**src/rtl/keyon_gain_ctrl.sv**
```systemverilog
`default_nettype none
// ============================================================================
//  Module   : keyon_gain_ctrl
//  Brief    : Turns debounced up/down/mute key press pulses into a stored
//             gain setting and a slow one-step-at-a-time ramped output gain
//             that drives the audio gain multiplier without zipper noise.
//  Revision : 1.0  initial release
// ============================================================================
module keyon_gain_ctrl #(
    parameter int GAIN_W     = 4,
    parameter int GAIN_RESET = 8,
    parameter int GAIN_MAX   = 15,
    parameter int RAMP_DIV   = 1024
) (
    input  logic              clock,
    input  logic              reset_n,
    input  logic              keyon_up,
    input  logic              keyon_dn,
    input  logic              keyon_mute,
    output logic [GAIN_W-1:0] gain_target,
    output logic [GAIN_W-1:0] gain_out,
    output logic              mute,
    output logic              ramping,
    output logic              gain_change
);

    // Divider is wide enough to hold RAMP_DIV itself, so RAMP_DIV=1 still works.
    localparam int                 c_DIV_W      = $clog2(RAMP_DIV + 1);
    localparam logic [c_DIV_W-1:0] c_DIV_LAST   = c_DIV_W'(RAMP_DIV - 1);
    localparam logic [GAIN_W-1:0]  c_GAIN_RESET = GAIN_W'(GAIN_RESET);
    localparam logic [GAIN_W-1:0]  c_GAIN_MAX   = GAIN_W'(GAIN_MAX);
    localparam logic [GAIN_W-1:0]  c_GAIN_ONE   = GAIN_W'(1);

    localparam logic [1:0] c_ST_IDLE = 2'd0;
    localparam logic [1:0] c_ST_WAIT = 2'd1;
    localparam logic [1:0] c_ST_STEP = 2'd2;

    // Key bit order: [0]=up, [1]=down, [2]=mute.
    logic [2:0]         w_raw;
    logic [2:0]         r_s1;
    logic [2:0]         r_s2;
    logic [2:0]         r_ev;

    logic [GAIN_W-1:0]  r_gain_target;
    logic               r_mute;
    logic [GAIN_W-1:0]  w_eff_target;

    logic [1:0]         r_state;
    logic [1:0]         w_state_next;
    logic [c_DIV_W-1:0] r_div;
    logic [c_DIV_W-1:0] w_div_next;
    logic [GAIN_W-1:0]  r_gain_out;
    logic [GAIN_W-1:0]  w_gain_next;
    logic               w_change_next;
    logic               r_gain_change;
    logic               r_ramping;

    assign w_raw = {keyon_mute, keyon_dn, keyon_up};

    // Two-flop sampling per key; a high-to-low transition is one press event.
    // The event is registered once more, so the stored setting changes on the
    // second posedge after the low level is first sampled.
    always_ff @(posedge clock or negedge reset_n) begin
        if (!reset_n) begin
            r_s1 <= 3'b111;
            r_s2 <= 3'b111;
            r_ev <= 3'b000;
        end else begin
            r_s1 <= w_raw;
            r_s2 <= r_s1;
            r_ev <= r_s2 & ~r_s1;
        end
    end

    // Saturating target update and mute toggle; simultaneous up+down cancels.
    always_ff @(posedge clock or negedge reset_n) begin
        if (!reset_n) begin
            r_gain_target <= c_GAIN_RESET;
            r_mute        <= 1'b0;
        end else begin
            if (r_ev[0] && !r_ev[1]) begin
                if (r_gain_target < c_GAIN_MAX) begin
                    r_gain_target <= r_gain_target + c_GAIN_ONE;
                end
            end else if (r_ev[1] && !r_ev[0]) begin
                if (r_gain_target != '0) begin
                    r_gain_target <= r_gain_target - c_GAIN_ONE;
                end
            end
            if (r_ev[2]) begin
                r_mute <= ~r_mute;
            end
        end
    end

    assign w_eff_target = r_mute ? '0 : r_gain_target;

    // Ramp state register.
    always_ff @(posedge clock or negedge reset_n) begin
        if (!reset_n) begin
            r_state <= c_ST_IDLE;
        end else begin
            r_state <= w_state_next;
        end
    end

    // Ramp next-state: wait RAMP_DIV clocks, take one step, repeat until matched.
    always_comb begin
        w_state_next = r_state;
        case (r_state)
            c_ST_IDLE: begin
                if (r_gain_out != w_eff_target) begin
                    w_state_next = c_ST_WAIT;
                end
            end
            c_ST_WAIT: begin
                if (r_div == c_DIV_LAST) begin
                    w_state_next = c_ST_STEP;
                end
            end
            c_ST_STEP: begin
                if (w_gain_next == w_eff_target) begin
                    w_state_next = c_ST_IDLE;
                end else begin
                    w_state_next = c_ST_WAIT;
                end
            end
            default: begin
                w_state_next = c_ST_IDLE;
            end
        endcase
    end

    // Ramp datapath: divider, one-step move toward the live target, change flag.
    always_comb begin
        w_div_next    = r_div;
        w_gain_next   = r_gain_out;
        w_change_next = 1'b0;
        case (r_state)
            c_ST_IDLE: begin
                w_div_next = '0;
            end
            c_ST_WAIT: begin
                w_div_next = r_div + c_DIV_W'(1);
            end
            c_ST_STEP: begin
                w_div_next = '0;
                if (r_gain_out < w_eff_target) begin
                    w_gain_next = r_gain_out + c_GAIN_ONE;
                end else if (r_gain_out > w_eff_target) begin
                    w_gain_next = r_gain_out - c_GAIN_ONE;
                end
                w_change_next = (r_gain_out != w_eff_target);
            end
            default: begin
                w_div_next = '0;
            end
        endcase
    end

    // Registered ramp outputs; ramping tracks the state being entered.
    always_ff @(posedge clock or negedge reset_n) begin
        if (!reset_n) begin
            r_div         <= '0;
            r_gain_out    <= c_GAIN_RESET;
            r_gain_change <= 1'b0;
            r_ramping     <= 1'b0;
        end else begin
            r_div         <= w_div_next;
            r_gain_out    <= w_gain_next;
            r_gain_change <= w_change_next;
            r_ramping     <= (w_state_next != c_ST_IDLE);
        end
    end

    assign gain_target = r_gain_target;
    assign gain_out    = r_gain_out;
    assign mute        = r_mute;
    assign ramping     = r_ramping;
    assign gain_change = r_gain_change;

endmodule
`default_nettype wire

```
**config.mk**
```make
export PLATFORM = sky130hd
export DESIGN_NAME = keyon_gain_ctrl
export DESIGN_NICKNAME = d
export VERILOG_FILES = /design/src/rtl/keyon_gain_ctrl.sv
export SDC_FILE = /design/constraint.sdc
export NUM_CORES = 1
export LEC_CHECK = 0
export ABC_AREA = 1
export CAP_MARGIN = 40
export CORE_UTILIZATION = 61
export DETAILED_ROUTE_END_ITERATION = 10
export GPL_TIMING_DRIVEN = 0
export PLACE_DENSITY = 0.84
export SLEW_MARGIN = 20
export SYNTH_ARGS = -nofsm -noshare
export SYNTH_HDL_FRONTEND = slang
export SYNTH_SLANG_ARGS = --single-unit
```
**constraint.sdc**
```tcl
create_clock -name clock -period 3.86 [get_ports clock]
set_input_delay 0.386 -clock clock [delete_from_list [all_inputs] [get_ports clock]]
set_output_delay 0.386 -clock clock [all_outputs]
set_load 0.005 [all_outputs]
```
-- Word level (Yosys, flattened, before mapping)
Index checks and enable logic that the tools add are counted.
- $add $sub $neg: 5
- divide/modulo/power cells: 0
- shifts and indexed selects: 0
- mux-type cells: 14
- multiply operators: 0
- bitwise operators: 3
- equal/unequal tests: 6
- $lt $le $gt $ge: 3
- reduce and logical (&&, ||, !) cells: 10
- operators with widths (cell ; count):
    4-bit 2-to-1 mux ; 8
    11-bit by 1-bit adder with 11-bit output (second input constant) ; 1
    11-bit by 10-bit == test with 1-bit output (second input constant) ; 1
    11-bit 2-to-1 mux ; 1
    4-bit by 1-bit adder with 4-bit output (second input constant) ; 2
    4-bit by 1-bit subtractor with 4-bit output (second input constant) ; 2
    2-bit case mux with 3 select lines ; 1
    2-bit nonzero test ; 3
    4-bit == test ; 1
    4-bit greater-than comparator ; 1
    4-bit less-than comparator ; 1
    4-bit less-than comparator (second input constant) ; 1
    2-bit 2-to-1 mux ; 2
    4-bit inequality test ; 1
    4-bit nonzero test ; 1
    3-bit AND ; 1
    3-bit inverter ; 1
    3-bit AND reduction ; 1
    2-bit by 1-bit == test with 1-bit output (second input constant) ; 1
    2-bit == test (second input constant) ; 1
    1-bit logical AND ; 2
    1-bit zero test ; 2
    2-bit zero test ; 1
    1-bit 2-to-1 mux ; 2
    2 further kinds ; 2
- latch bits: 0
- memory bits (read-only): 0
- output and inout bits: 11
- flip-flop bits (word level): 33
- memory bits (writable): 0
- input port bits: 5
- memories kept: 0
- word-level logic and storage cells: 51

-- Depth between registers and ports, before layout
- word-level depth: 9
- mapped depth: 17
- mapped depth without buffers: 17

-- Worst setup path before layout
OpenSTA, ideal clock, no wires.
- path type: flip-flop to flip-flop
- from: register r_gain_target[3], in the netlist gain_target[3]
- to: register r_ramping, in the netlist ramping
- path slack: 1.771 ns
- arrival: 1.961 ns
- path buffers: 0
- cell stages (with the launch flop): 15
- clock period less this slack: 2.089 ns
- path through: dfstp_2 > inv_1 > nor2_1 > inv_1 > ha_1 > a21oi_4 > nand3_4 > nand2_1 > nand3_1 > nand2_1 > nand2_1 > nand2_1 > nand3_1 > nand2_1 > nand3_1
- cells in the longest elaborated chain, start to end: 9
- ends and longest elaborated chain (item ; RTL line ; text):
    start: declaration ; 44 ; logic [GAIN_W-1:0] r_gain_target;
    start signal: assignment ; 78 ; r_gain_target <= c_GAIN_RESET;
    start signal: assignment ; 83 ; r_gain_target <= r_gain_target + c_GAIN_ONE;
    start signal: assignment ; 87 ; r_gain_target <= r_gain_target - c_GAIN_ONE;
    4-bit 2-to-1 mux * ; 96 ; assign w_eff_target = r_mute ? '0 : r_gain_target;
    4-bit greater-than comparator ; 150 ; end else if (r_gain_out > w_eff_target) begin
    4-bit 2-to-1 mux ; 150 ;
    4-bit 2-to-1 mux ; 148 ; if (r_gain_out < w_eff_target) begin
    4-bit 2-to-1 mux ; 139 ; case (r_state)
    4-bit == test ; 122 ; if (w_gain_next == w_eff_target) begin
    1-bit 2-to-1 mux ; 122 ;
    2-bit case mux with 3 select lines * ; 110 ; case (r_state)
    2-bit nonzero test * ; 172 ; r_ramping <= (w_state_next != c_ST_IDLE);
    end signal: assignment ; 172 ;
    end: declaration ; 56 ; logic r_ramping;
Every way passes the cells marked *; elsewhere a longest branch is shown, timed or not.
A chain may end at the register's enable or synchronous reset.

-- Worst setup path after layout
Same ends and word-level chain as after synthesis.

==> metrics.md <==
| Metric | Value |
|---|---|
| Startpoint types | `flop` |
| Max IR drop VDD | `0.5054 mV` |
| Synth unique cells | `26` |
| Clk sinks | `33` |
| RePlAce Congestion | `0.8980` |
| Max Fclk | `414.5 MHz` |
| Rows | `19` |
| Worst-path fanout max | `7` |
| Cell taking the most area after synthesis | `dfrtp_1` |
| Fin. Hold Viols | `0` |
| DR iter-0 viols | `60` |
| Initial Utilization | `64.56%` |
| Post-synthesis instance total | `206` |
| Number of fill cells in the layout | `212` |
| Area Growth Syn to Fin | `13.63%` |
| Fin Setup TNS | `0 ps` |
| Drc violations | `0` |
| Number of setup buffers added after CTS | `0` |
| Drt pass-1 iters | `4` |
| Worst hold path type | `in2async` |
| Die extent in y | `56.03 um` |
| Sequential area share after synthesis | `46.94%` |
| Inst Count DP | `252` |
| GRT Total Usage | `24.64%` |
| Placed inst area | `1964 um2` |
| Layout Nets | `244` |
| Total CTS buffers | `5` |
| N_diodes | `0` |
| Synth top area share | `35.14%` |
| Post-route ant nets | `0` |
| Final Power | `1207 uW` |
| Die Span X | `56.03 um` |
| Syn Area/Cell | `8.643 um2` |
| CTS H-tree depth | `2` |
| CTS Buffer Depth | `2` |
| CP required | `4090 ps` |
| Worst skew pair latency | `340 ps` |
| IO buf count | `15` |
| Final setup violation count | `0` |
| Design Area, Final | `2023 um2` |
| Clock Skews | `14.93 ps` |
| CTS root buffer | `clkbuf_4` |
| Register Area | `835.8 um2` |
| Worst slew margin | `53.09%` |
| Fin. max-slew vios | `0` |
| Setup crit end kind | `flop` |
| Max-Cap Viols | `0` |
| GRT Residual Overflow | `0` |
| Post-Syn Nets | `222` |
| Period utilization | `62.50%` |
| Post-Syn Area | `1780 um2` |
| Post-DR vias/cell | `5.327` |
| Post-DR wirelength/cell | `12.67 um` |
| Crit path arrival time | `2640 ps` |
| First-pass GRT wire length | `5837 um` |
| Core Box Area | `2758 um2` |
| CTS tree | `done` |
| WS Path Type | `reg2reg` |
| Worst Tran Pin Value | `703.6 ps` |
| RSZ-0062 raised after global routing | `false` |
| Via Count | `1385` |
| Resized cells post-CTS | `0` |
| Vias in the first global route | `1445` |
| Clock-pin slew on the worst setup and hold paths | `100 ps` |
| Power density cells | `596.6 nW/um2` |
| Yosys warns | `0` |
| CTS Hold Bufs | `0` |
| Final WL | `3293 um` |
| Main area contributors after synthesis | `dfrtp_1 (35%), dfstp_2 (12%), nand2_1 (8.4%)` |
| Status | `finished clean` |
| I/O pins | `16` |
| Leak | `0.001019 uW` |
| Pin count of the biggest net entering global routing | `34` |
| Multi-input gate area | `812.0 um2` |
| Die area | `3139 um2` |
| Non-filler cells, final | `260` |
| Number of synthesized register bits | `33` |
| Initial antenna violation count | `0` |
| Post-DP HPWL | `2543 um` |
| Final critical-path required period | `2412 ps` |
| Share of layout cells above drive strength 1 | `14.41%` |
## cell usage in the layout (no fill, tap or decap)
cell type	synthesis	final
o211ai_2	1	1
nand3_4	2	2
ha_1	10	10
nand3_1	25	25
nor2_4	3	3
dfstp_2	8	8
clkbuf_8	0	1
clkbuf_1	0	2
nand2_2	4	4
nand2_1	40	40
inv_1	32	32
o21ai_0	7	7
nor2_1	21	21
a21boi_0	1	1
dfrtp_1	25	25
xor2_1	4	4
fa_1	1	1
clkdlybuf4s50_1	0	14
nand3b_1	2	2
a21oi_1	6	6
nor2_2	2	2
nand2_4	1	1
nor3_1	4	4
nand3_2	1	1
a211oi_1	1	1
and3_1	1	1
clkbuf_4	0	5
a21oi_4	1	1
inv_2	2	2
buf_2	1	2
## registers in the layout, summed over array words and instances (netlist names)
| name | count |
|---|---|
| mute | 1 |
| gain_change | 1 |
| r_ev | 3 |
| r_s1 | 3 |
| ramping | 1 |
| r_s2 | 3 |
| r_div | 11 |
| gain_out | 4 |
| r_state | 2 |
| gain_target | 4 |
## path summary, 6_finish.rpt
path / slack, ps / cells after the start / startpoint / end
setup / recovery: 1450 / 14 / gain_target[3]$_DFFE_PN1P_ / ramping$_DFF_PN0_
hold / removal: 90 / 1 / reset_n / r_div[2]$_DFF_PN0_
setup reg to reg: 1450 / 14 / gain_target[3]$_DFFE_PN1P_ / ramping$_DFF_PN0_
hold reg to reg: 360 / 0 / r_s1[2]$_DFF_PN1_ / r_s2[2]$_DFF_PN1_
max in group asynchronous: 3310 / 1 / reset_n / r_div[6]$_DFF_PN0_
min in group clock: 360 / 0 / r_s1[2]$_DFF_PN1_ / r_s2[2]$_DFF_PN1_
## power breakdown
group	internal [uW]	total [uW]	switching, uW
logic	207	503	296
clock network	89.8	200	110
registers	429	504	75.3
total	725	1210	482
## layout make-up
type / instances / share of cell area [%]
Sequential cell: 33 / 41.31
Multi-Input combinational cell: 138 / 40.14
Timing Repair Buffer: 15 / 7.174
Inverter: 34 / 6.308
Clock buffer: 8 / 2.907
Tap cell: 31 / 1.917
Buffer: 1 / 0.2474
## metal layers
metal  wire length, um  global-route usage, %
met1              1341                  26.88
met4                76                  11.50
met2              1743                  43.20
met5                 0                      0
met3               132                  7.907
## critical path: stages (launching register included)
cell     delay [ps]
dfstp_2         550
inv_1            70
nor2_1          130
inv_1            80
ha_1            320
a21oi_4         270
nand3_4         150
nand2_2         120
nand2_1          80
nand3_1          80
nand2_1          70
nor2_1          110
nand3_1         100
nand2_1          90
nand3_1          70
## kinds of logic after synthesis
| family | synth area share [%] |
|---|---|
| AO/OA/AOI/OAI | 6.114 |
| XOR/XNOR | 1.967 |
| adder cells (fa/ha/maj) | 8.152 |
| buffers and inverters | 7.449 |
| flip-flops | 46.94 |
| AND/OR/NAND/NOR | 29.37 |
## through the flow
step,hold WS (ps),setup WS [ps],util [%]
after floorplan,90.41,1771,-
after global placement,355.9,1560,71.42
after detailed placement,358.2,1494,71.23
after CTS,95.19,1466,73.37
after global routing,131.6,1228,73.37
final,87.35,1448,73.37
## Yosys cell counts
cell type   n
nand3_2     1
o211ai_2    1
nand2_4     1
nor2_2      2
dfstp_2     8
and3_1      1
nor2_1     21
nand2_2     4
nand3b_1    2
xor2_1      4
nor3_1      4
a21boi_0    1
dfrtp_1    25
buf_2       1
nand2_1    40
inv_2       2
inv_1      32
nor2_4      3
fa_1        1
ha_1       10
o21ai_0     7
nand3_1    25
a211oi_1    1
a21oi_4     1
a21oi_1     6
nand3_4     2
Note: power is estimated with default switching activity, not from simulation.
